$ cat src/rtl/sample_fifo_reader_if.sv
// Port bundle for the sample FIFO reader: shifter write side, read-slot grant,
// codec handshake and buffer status, plus the FSM state for observation.
interface sample_fifo_reader_if #(
    parameter int DATA_WIDTH = 16,
    parameter int DEPTH_LOG2 = 4
);
    logic                  wr_en;
    logic [DATA_WIDTH-1:0] wr_data;
    logic                  enable_read;
    // audio_valid rises with a new audio_data and both stay frozen until the
    // codec raises audio_ready; the transfer completes on the edge where
    // valid && ready, and valid never drops without that transfer.
    logic                  audio_ready;
    logic [DATA_WIDTH-1:0] audio_data;
    logic                  audio_valid;
    logic                  full;
    logic                  empty;
    logic [DEPTH_LOG2:0]   fill_level;
    logic                  overflow;
    logic [7:0]            underrun_count;
    logic                  fsm_state;

    modport master (
        output wr_en, wr_data, enable_read, audio_ready,
        input  audio_data, audio_valid, full, empty, fill_level,
               overflow, underrun_count, fsm_state
    );

    modport slave (
        input  wr_en, wr_data, enable_read, audio_ready,
        output audio_data, audio_valid, full, empty, fill_level,
               overflow, underrun_count, fsm_state
    );
endinterface

$ cat src/rtl/sample_fifo_reader.sv
// Ring buffer between the sample shifter and the audio codec: one pop per
// audio-rate tick, only inside granted read slots, with underrun/overflow status.
module sample_fifo_reader #(
    parameter int DATA_WIDTH = 16,
    parameter int DEPTH_LOG2 = 4,
    parameter int TICK_DIV   = 1042
) (
    input  logic                clk,
    input  logic                reset,
    sample_fifo_reader_if.slave bus
);
    localparam int DEPTH = 1 << DEPTH_LOG2;
    localparam int CNT_W = (TICK_DIV > 2) ? $clog2(TICK_DIV) : 1;
    localparam logic [CNT_W-1:0]    TICK_LAST = CNT_W'(TICK_DIV - 1);
    localparam logic [DEPTH_LOG2:0] FILL_MAX  = (DEPTH_LOG2 + 1)'(DEPTH);

    typedef enum logic {
        S_WAIT    = 1'b0,
        S_PRESENT = 1'b1
    } state_t;

    logic [DATA_WIDTH-1:0] mem [DEPTH];

    state_t                state_q, state_d;
    logic [DEPTH_LOG2-1:0] wr_ptr_q, wr_ptr_d;
    logic [DEPTH_LOG2-1:0] rd_ptr_q, rd_ptr_d;
    logic [DEPTH_LOG2:0]   fill_q, fill_d;
    logic [CNT_W-1:0]      cnt_q, cnt_d;
    logic                  pending_q, pending_d;
    logic [DATA_WIDTH-1:0] data_q, data_d;
    logic                  valid_q, valid_d;
    logic                  overflow_q, overflow_d;
    logic [7:0]            underrun_q, underrun_d;

    logic full, empty, tick, serve, push, pop;

    // Status comes from the registered occupancy, so every decision below sees pre-edge values.
    assign full  = (fill_q == FILL_MAX);
    assign empty = (fill_q == '0);
    assign tick  = (cnt_q == TICK_LAST);
    assign serve = (state_q == S_WAIT) && pending_q && bus.enable_read;
    assign push  = bus.wr_en && !full;
    assign pop   = serve && !empty;

    always_comb begin
        state_d    = state_q;
        wr_ptr_d   = wr_ptr_q;
        rd_ptr_d   = rd_ptr_q;
        fill_d     = fill_q;
        data_d     = data_q;
        valid_d    = valid_q;
        overflow_d = overflow_q | (bus.wr_en & full);
        underrun_d = underrun_q;
        cnt_d      = tick ? '0 : cnt_q + 1'b1;
        // A tick landing on an already pending one is lost; a fresh tick wins over a clear.
        pending_d  = tick | (pending_q & ~serve);

        if (push) wr_ptr_d = wr_ptr_q + 1'b1;
        if (pop)  rd_ptr_d = rd_ptr_q + 1'b1;

        case ({push, pop})
            2'b10:   fill_d = fill_q + 1'b1;
            2'b01:   fill_d = fill_q - 1'b1;
            default: fill_d = fill_q;
        endcase

        case (state_q)
            S_WAIT: begin
                if (serve) begin
                    if (empty) begin
                        data_d = '0;
                        if (underrun_q != 8'hFF) underrun_d = underrun_q + 8'd1;
                    end else begin
                        data_d = mem[rd_ptr_q];
                    end
                    valid_d = 1'b1;
                    state_d = S_PRESENT;
                end
            end
            S_PRESENT: begin
                if (valid_q && bus.audio_ready) begin
                    valid_d = 1'b0;
                    state_d = S_WAIT;
                end
            end
            default: state_d = S_WAIT;
        endcase
    end

    always_ff @(posedge clk or posedge reset) begin
        if (reset) begin
            state_q    <= S_WAIT;
            wr_ptr_q   <= '0;
            rd_ptr_q   <= '0;
            fill_q     <= '0;
            cnt_q      <= '0;
            pending_q  <= 1'b0;
            data_q     <= '0;
            valid_q    <= 1'b0;
            overflow_q <= 1'b0;
            underrun_q <= '0;
        end else begin
            state_q    <= state_d;
            wr_ptr_q   <= wr_ptr_d;
            rd_ptr_q   <= rd_ptr_d;
            fill_q     <= fill_d;
            cnt_q      <= cnt_d;
            pending_q  <= pending_d;
            data_q     <= data_d;
            valid_q    <= valid_d;
            overflow_q <= overflow_d;
            underrun_q <= underrun_d;
        end
    end

    always_ff @(posedge clk) begin
        if (push) mem[wr_ptr_q] <= bus.wr_data;
    end

    assign bus.audio_data     = data_q;
    assign bus.audio_valid    = valid_q;
    assign bus.full           = full;
    assign bus.empty          = empty;
    assign bus.fill_level     = fill_q;
    assign bus.overflow       = overflow_q;
    assign bus.underrun_count = underrun_q;
    assign bus.fsm_state      = state_q;
endmodule

$ cat src/flat_wrapper.sv
// flat-port wrapper written by rule: the top's interface ports become plain ports
module sample_fifo_reader_flat 
#(
    parameter int DATA_WIDTH = 16,
    parameter int DEPTH_LOG2 = 4,
    parameter int TICK_DIV   = 1042
)
  (clk, reset, bus_wr_en, bus_wr_data, bus_enable_read, bus_audio_ready, bus_audio_data, bus_audio_valid, bus_full, bus_empty, bus_fill_level, bus_overflow, bus_underrun_count, bus_fsm_state);
  sample_fifo_reader_if #(.DATA_WIDTH(DATA_WIDTH), .DEPTH_LOG2(DEPTH_LOG2)) bus_i ();
  input  logic clk;
  input  logic reset;
  input wire logic [$bits(bus_i.wr_en)-1:0] bus_wr_en;
  input wire logic [$bits(bus_i.wr_data)-1:0] bus_wr_data;
  input wire logic [$bits(bus_i.enable_read)-1:0] bus_enable_read;
  input wire logic [$bits(bus_i.audio_ready)-1:0] bus_audio_ready;
  output wire logic [$bits(bus_i.audio_data)-1:0] bus_audio_data;
  output wire logic [$bits(bus_i.audio_valid)-1:0] bus_audio_valid;
  output wire logic [$bits(bus_i.full)-1:0] bus_full;
  output wire logic [$bits(bus_i.empty)-1:0] bus_empty;
  output wire logic [$bits(bus_i.fill_level)-1:0] bus_fill_level;
  output wire logic [$bits(bus_i.overflow)-1:0] bus_overflow;
  output wire logic [$bits(bus_i.underrun_count)-1:0] bus_underrun_count;
  output wire logic [$bits(bus_i.fsm_state)-1:0] bus_fsm_state;
  assign bus_i.wr_en = bus_wr_en;
  assign bus_i.wr_data = bus_wr_data;
  assign bus_i.enable_read = bus_enable_read;
  assign bus_i.audio_ready = bus_audio_ready;
  assign bus_audio_data = bus_i.audio_data;
  assign bus_audio_valid = bus_i.audio_valid;
  assign bus_full = bus_i.full;
  assign bus_empty = bus_i.empty;
  assign bus_fill_level = bus_i.fill_level;
  assign bus_overflow = bus_i.overflow;
  assign bus_underrun_count = bus_i.underrun_count;
  assign bus_fsm_state = bus_i.fsm_state;
  sample_fifo_reader #(.DATA_WIDTH(DATA_WIDTH), .DEPTH_LOG2(DEPTH_LOG2), .TICK_DIV(TICK_DIV)) u_core (.clk(clk), .reset(reset), .bus(bus_i));
endmodule
$ cat config.mk
export PLATFORM = sky130hd
export DESIGN_NAME = sample_fifo_reader_flat
export DESIGN_NICKNAME = d
export VERILOG_FILES = /design/src/rtl/sample_fifo_reader_if.sv /design/src/rtl/sample_fifo_reader.sv /design/src/flat_wrapper.sv
export SDC_FILE = /design/constraint.sdc
export NUM_CORES = 1
export LEC_CHECK = 0
export BUFFER_PORTS_ARGS = -buffer_cell sky130_fd_sc_hd__buf_4
export CAP_MARGIN = 20
export CORE_AREA = 2 2 206 208
export DETAILED_ROUTE_END_ITERATION = 6
export DIE_AREA = 0 0 208 210
export SLEW_MARGIN = 20
export SYNTH_ARGS = -nofsm -noshare
export SYNTH_HDL_FRONTEND = slang
export SYNTH_SLANG_ARGS = --single-unit
$ cat constraint.sdc
create_clock -name clk -period 3.3 [get_ports clk]
set_clock_uncertainty 0.15 [all_clocks]
set_input_delay 0.33 -clock clk [delete_from_list [all_inputs] [get_ports clk]]
set_output_delay 0.33 -clock clk [all_outputs]
set_load 0.03 [all_outputs]
---- After elaboration in Yosys (flattened, before gate mapping) ----
Memories as Yosys holds them, arrays and structs flattened.
Index checks and enable logic that the tools add are counted.
word-level totals
  bits in registers ....................... 52
  RAM bits ................................ 256
  bits of input ports ..................... 21
  output and inout port bits .............. 34
  memories ................................ 1
memories
  name        depth  bits a word  rd ports  clocked after memory_dff  wr ports  line                      RTL
  u_core.mem  16     16           1         0                         1         sample_fifo_reader.sv:22  logic [DATA_WIDTH-1:0] mem [DEPTH];
cells by class
  $add $sub $neg .......................... 6
  equality and inequality tests ........... 7
  muxes and demuxes ....................... 11
  bitwise operators ....................... 6
  reduce and logical (&&, ||, !) cells .... 12
operators with widths
  kind                     count
  $mux W16                 1
  $add A11 B1 Y11 const B  1
  $eq A11 B11 Y1 const B   1
  $mux W11                 1
  $pmux W5 S2              1
  $add A4 B1 Y4 const B    2
  $add A8 B1 Y8 const B    1
  $ne A8 B8 Y1 const B     1
  $mux W1                  6
  $add A5 B1 Y5 const B    1
  $eq A5 B5 Y1 const B     1
  $logic_and A1 B1 Y1      5
  $logic_not A5 Y1         1
  $sub A5 B1 Y5 const B    1
  $pmux W1 S2              2
  $reduce_and A2 Y1        2
  $reduce_and A4 Y1        1
  $and A1 B1 Y1            2
  $eq A2 B1 Y1 const B     1
  $eq A2 B2 Y1 const B     1
  $logic_not A1 Y1         2
  $ne A2 B1 Y1 const B     1
  $ne A2 B2 Y1 const B     1
  $not A1 Y1               2
  other kinds (2)          3

---- Longest topological paths before layout ----
  depth after elaboration ................. 6
  gate-level depth with buffers ........... 12
  depth with buffers taken out ............ 10

---- Worst setup path before layout ----
Ideal clock, no wire load.
  path kind ............................... flip-flop to flip-flop
  from .................................... register u_core.fill_q[1] (netlist: u_core.bus.fill_level[1])
  to ...................................... register u_core.fill_q[4] (netlist: u_core.bus.fill_level[4])
  setup time .............................. 126 ps
  data arrival time ....................... 2700 ps
  setup slack ............................. 324 ps
  stages on the path, launching flop included .. 13
  buffers on the path ..................... 3
  cells stage by stage .................... dfrtp_1 > buf_6 > nor4_4 > a21oi_1 > clkbuf_1 > ha_1 > clkbuf_1 > xor2_1 > ha_1 > and3b_1 > o21ai_0 > a31oi_1 > xnor2_1
on the way
  cells in the longest elaborated chain, start to end .. 5
  elaborated cells on any way between the ends .. 12
  classes of those cells .................. 2 x add/sub; 3 x eq/ne; 1 x mux; 6 x reduce/logical
ends and longest elaborated chain
  element                                                   line                       RTL
  start: declaration                                        sample_fifo_reader.sv:27   logic [DEPTH_LOG2:0] fill_q, fill_d;
  start signal: assignment                                  sample_fifo_reader.sv:106  fill_q <= fill_d;
  $logic_not A5 Y1 *                                        sample_fifo_reader.sv:39   assign empty = (fill_q == '0);
  $logic_not A1 Y1 *                                        sample_fifo_reader.sv:43   assign pop = serve && !empty;
  $logic_and A1 B1 Y1 *                                     sample_fifo_reader.sv:43
  via u_core.pop                                            sample_fifo_reader.sv:35   logic full, empty, tick, serve, push, pop;
  $eq A2 B1 Y1 / $eq A2 B2 Y1 (equally long branches)       sample_fifo_reader.sv:61   case ({push, pop})
  $pmux W5 S2 / $reduce_bool A2 Y1 (equally long branches)  --
The timed path passes the listed nets; every way through them passes the cells marked *.
A chain may end at the register's enable or synchronous reset.

---- Final worst setup path ----
  from .................................... register u_core.fill_q[0] (netlist: u_core.bus.fill_level[0])
  to ...................................... register u_core.fill_q[4] (netlist: u_core.bus.fill_level[4])
on the way
  cells in the longest elaborated chain, start to end .. 5
  elaborated cells on any way between the ends .. 12
  classes of those cells .................. 2 x add/sub; 3 x eq/ne; 1 x mux; 6 x reduce/logical
ends and longest elaborated chain
  element                                                   line
  $eq A5 B5 Y1 / $logic_not A5 Y1 (equally long branches)   sample_fifo_reader.sv:38, sample_fifo_reader.sv:39
  $logic_not A1 Y1, on equally long branches                sample_fifo_reader.sv:42, sample_fifo_reader.sv:43
  $logic_and A1 B1 Y1, on equally long branches             sample_fifo_reader.sv:42, sample_fifo_reader.sv:43
  $eq A2 B1 Y1 / $eq A2 B2 Y1 (equally long branches)       sample_fifo_reader.sv:61
  $pmux W5 S2 / $reduce_bool A2 Y1 (equally long branches)  --
Parallel ways exist; a longest one is shown, timed or not.

==> flow_summary.yaml <==
synth:
  synth_edf_count: 256
  syn_area_um2: 12260
  yosysSeqAreaShare: 0.7331
  syn_avg_cell_area_um2: 20.10
  ys.flop_type: "edfxtp_1"
  netlist_instances: 610
  syn_nets: 642
  yosysTopAreaCellShare: 0.6269
  ys_warn_count: 0
  synth_cell_type_count: 43
  synth.area.top_cells: "edfxtp_1, mux4_2, dfrtp_1"
  yosys_register_bits: 308
  synthArstFlopShare: 0.1688
  yosys.area.top_type: "edfxtp_1"
run:
  cap_violations: 0
clocking:
  cts_tree: "done"
  clk_latency_ns: 0.50
  path_clk_slew_ns: 0.06
  postCtsSetupBuffers: 0
  clock-sinks: 308
  htree_levels: 2
  cts_buffer_depth: 3
  ctsHoldBuffers: 14
  numCtsBuffers: 34
  ctsResizeCount: 0
  clockRootBuffer: "clkbuf_16"
setup_path:
  reg2reg_slack_ns: 0.48
  path_cells: "nor4_4 > a21boi_2 > inv_1 > ha_1 > xor2_1 > ha_1 > and3b_1 > o21ai_0 > a31oi_1 > xnor2_1"
  crit_fanout: 9
  worstPathArrival_ns: 3.10
  r2r-end: "u_core.bus.fill_level[4]$_DFFE_PP0P_"
  crit_type: "reg -> reg"
  required_ns: 3.58
  reg2reg_depth: 10
  critPathTopFamily: "simple AND/OR/NAND/NOR gates"
  cp_num_buf_inv: 1
  slowest_stage: "nor4_4"
  start_kind: "flop"
  r2r-start: "u_core.bus.fill_level[0]$_DFFE_PP0P_"
  slowest_delay_ns: 0.50
  worstSetupEndpointType: "flop"
  crit_top_cell: "ha_1"
placed_design:
  routabilityCongestion: 0.7577
  dp_hpwl_mm: 16.23
  numPortBuffers: 54
  placed_area_um2: 13530
layout:
  layout-drive-gt1-share: 0.3090
  utilization: 0.3550
  area_growth_pct: 20.07
  nets: 749
  diodes: 0
  final_area_um2: 14720
drt:
  drt_iter0_markers: 433
  remaining_drc_errors: 0
  vias: 5973
  first_pass_iters: 5
  drt-total-wl_mm: 25.17
  drtAntennaViolNets: 0
  wl_per_cell_um: 19.66
  avgViaCountPerCell: 4.666
hold_path:
  worstHoldPathType: "in -> reg"
  hold_end: "u_core.mem[14][10]$_DFFE_PP_"
  holdPathStages: 1
  holdCritStartpoint: "bus_wr_data[10]"
global_route:
  grt_use_total: 0.1163
  gr-total-overflow: 0
  grt_first_pass_wirelength_mm: 38.89
  antenna_found_initial: 0
  grt_max_degree: 30
  grt_pass1_vias: 6247
timing:
  drv_slew: 0
  timing.final.crit_share: 0.8545
  max-slew-margin-rel: 0.5879
  setup_viol: 0
  min_period_ns: 2.820
  tightest_slew_ns: 0.6182
  hold_viol: 0
  rsz0062_at_grt: "no"
  fmax_mhz: 354.6
  fin_tns_setup_ns: 0
die:
  ioPinCount: 55
  die_y_um: 210
  dieArea_um2: 43680
  fp.coreArea_um2: 41480
  die_w_um: 208
  initial_utilization: 0.2956
  core.rowCount: 75
power:
  peakVddDrop_uv: 301.5
  p_per_area_nw_per_um2: 629.4
  leakagePower_nw: 4.949
outcome:
  outcome: "complete, no violations"
## Yosys cell counts (all sizes together) (2+ instances only)
master / n
mux2i: 48
a21oi: 5
xnor2: 13
buf: 24
a2111oi: 3
ha: 11
nand2b: 2
and3: 2
nor4: 2
and4: 3
nor2: 19
nor2b: 2
edfxtp: 256
a21o: 3
inv: 7
nand4: 4
and2: 2
nor4b: 2
nand3b: 3
xor2: 14
nand2: 19
mux4: 64
nand3: 5
clkbuf: 7
mux2: 3
dfrtp: 52
nor3: 6
a22o: 16
o21ai: 4
## how the worst max path moves through the flow
stage                                               from                                    to  slack (ns)  depth (start not counted)
floorplan           u_core.bus.fill_level[1]$_DFFE_PP0P_  u_core.bus.fill_level[4]$_DFFE_PP0P_        0.32                         12
global placement    u_core.bus.fill_level[0]$_DFFE_PP0P_  u_core.bus.fill_level[4]$_DFFE_PP0P_        0.55                         10
detailed placement  u_core.bus.fill_level[0]$_DFFE_PP0P_  u_core.bus.fill_level[4]$_DFFE_PP0P_        0.47                         10
CTS                 u_core.bus.fill_level[0]$_DFFE_PP0P_  u_core.bus.fill_level[4]$_DFFE_PP0P_        0.45                         10
global route        u_core.bus.fill_level[1]$_DFFE_PP0P_  u_core.bus.fill_level[4]$_DFFE_PP0P_        0.23                         10
finish              u_core.bus.fill_level[0]$_DFFE_PP0P_  u_core.bus.fill_level[4]$_DFFE_PP0P_        0.48                         10
## cell usage in the layout (no fill, tap or decap), drive strengths merged, types with 3 or more instances in the layout
| cell | synthesis | routed |
|---|---|---|
| a2111oi | 3 | 3 |
| a21o | 3 | 3 |
| a21oi | 5 | 5 |
| a22o | 16 | 16 |
| and4 | 3 | 3 |
| buf | 24 | 88 |
| clkbuf | 7 | 43 |
| clkinv | 0 | 13 |
| dfrtp | 52 | 52 |
| dlygate4sd3 | 0 | 14 |
| edfxtp | 256 | 256 |
| ha | 11 | 11 |
| inv | 7 | 9 |
| mux2 | 3 | 3 |
| mux2i | 48 | 48 |
| mux4 | 64 | 64 |
| nand2 | 19 | 19 |
| nand3 | 5 | 5 |
| nand3b | 3 | 3 |
| nand4 | 4 | 4 |
| nor2 | 19 | 19 |
| nor3 | 6 | 6 |
| o21ai | 4 | 4 |
| xnor2 | 13 | 13 |
| xor2 | 14 | 14 |
## logic make-up after synthesis
family / synth area share
buf+inv: 0.01663
simple gates: 0.03347
xor+xnor: 0.01929
compound gates: 0.02684
fa+ha+maj: 0.01122
flops: 0.7331
mux: 0.1595
## metal layers
layer / track usage / vias to the layer above / share of wire
met3: 0.02071 / 34 / 0.049
met5: 0 / - / 0
met4: 0.02959 / 0 / 0.016
li1: - / 2669 / -
met2: 0.1862 / 147 / 0.48
met1: 0.1649 / 3123 / 0.46
## power by group
| group | internal (mW) | switching (mW) | leakage, nW | total (mW) |
|---|---|---|---|---|
| combinational | 0.332 | 0.591 | 1.44 | 0.923 |
| sequential | 4.60 | 0.178 | 2.99 | 4.77 |
| clock | 2.12 | 1.45 | 0.516 | 3.57 |
| total | 7.05 | 2.21 | 4.95 | 9.27 |
## flip-flops by register name (all words and copies together) (netlist names)
register                   cells
u_core.bus.underrun_count      8
u_core.bus.audio_valid         1
u_core.bus.fsm_state           1
u_core.cnt_q                  11
u_core.bus.overflow            1
u_core.wr_ptr_q                4
u_core.pending_q               1
u_core.rd_ptr_q                4
u_core.mem                   256
u_core.bus.fill_level          5
u_core.bus.audio_data         16
## cell type report
cell class,count,area [um2]
fill,3868,26750
clock inverter,17,137.6
inverter,7,26.28
timing repair buffer,102,850.8
sequential,308,8995
tap,539,674.4
multi-input combinational,264,3123
clock buffer,43,915.9
## worst reg2reg max path: cells and delay by family, from the launching register on
family	cells	cell delay (ns)
simple gates	2	0.66
fa+ha+maj	2	0.54
compound gates	3	0.49
flops	1	0.47
xor+xnor	2	0.32
buf+inv	1	0.12
## through the flow
step | total power, mW | setup WS [ns] | hold WS [ns] | cells
finish | 9.266 | 0.4801 | 0.01665 | 1280
global route | 9.633 | 0.2266 | 0.01006 | 1280
global placement | 5.752 | 0.5466 | 0.2458 | 1206
floorplan | 5.360 | 0.3239 | 0.2789 | 610
CTS | 9.395 | 0.4522 | 0.001407 | 1280
detailed placement | 5.788 | 0.4699 | 0.2485 | 1206
(Power assumes the default switching activity.)
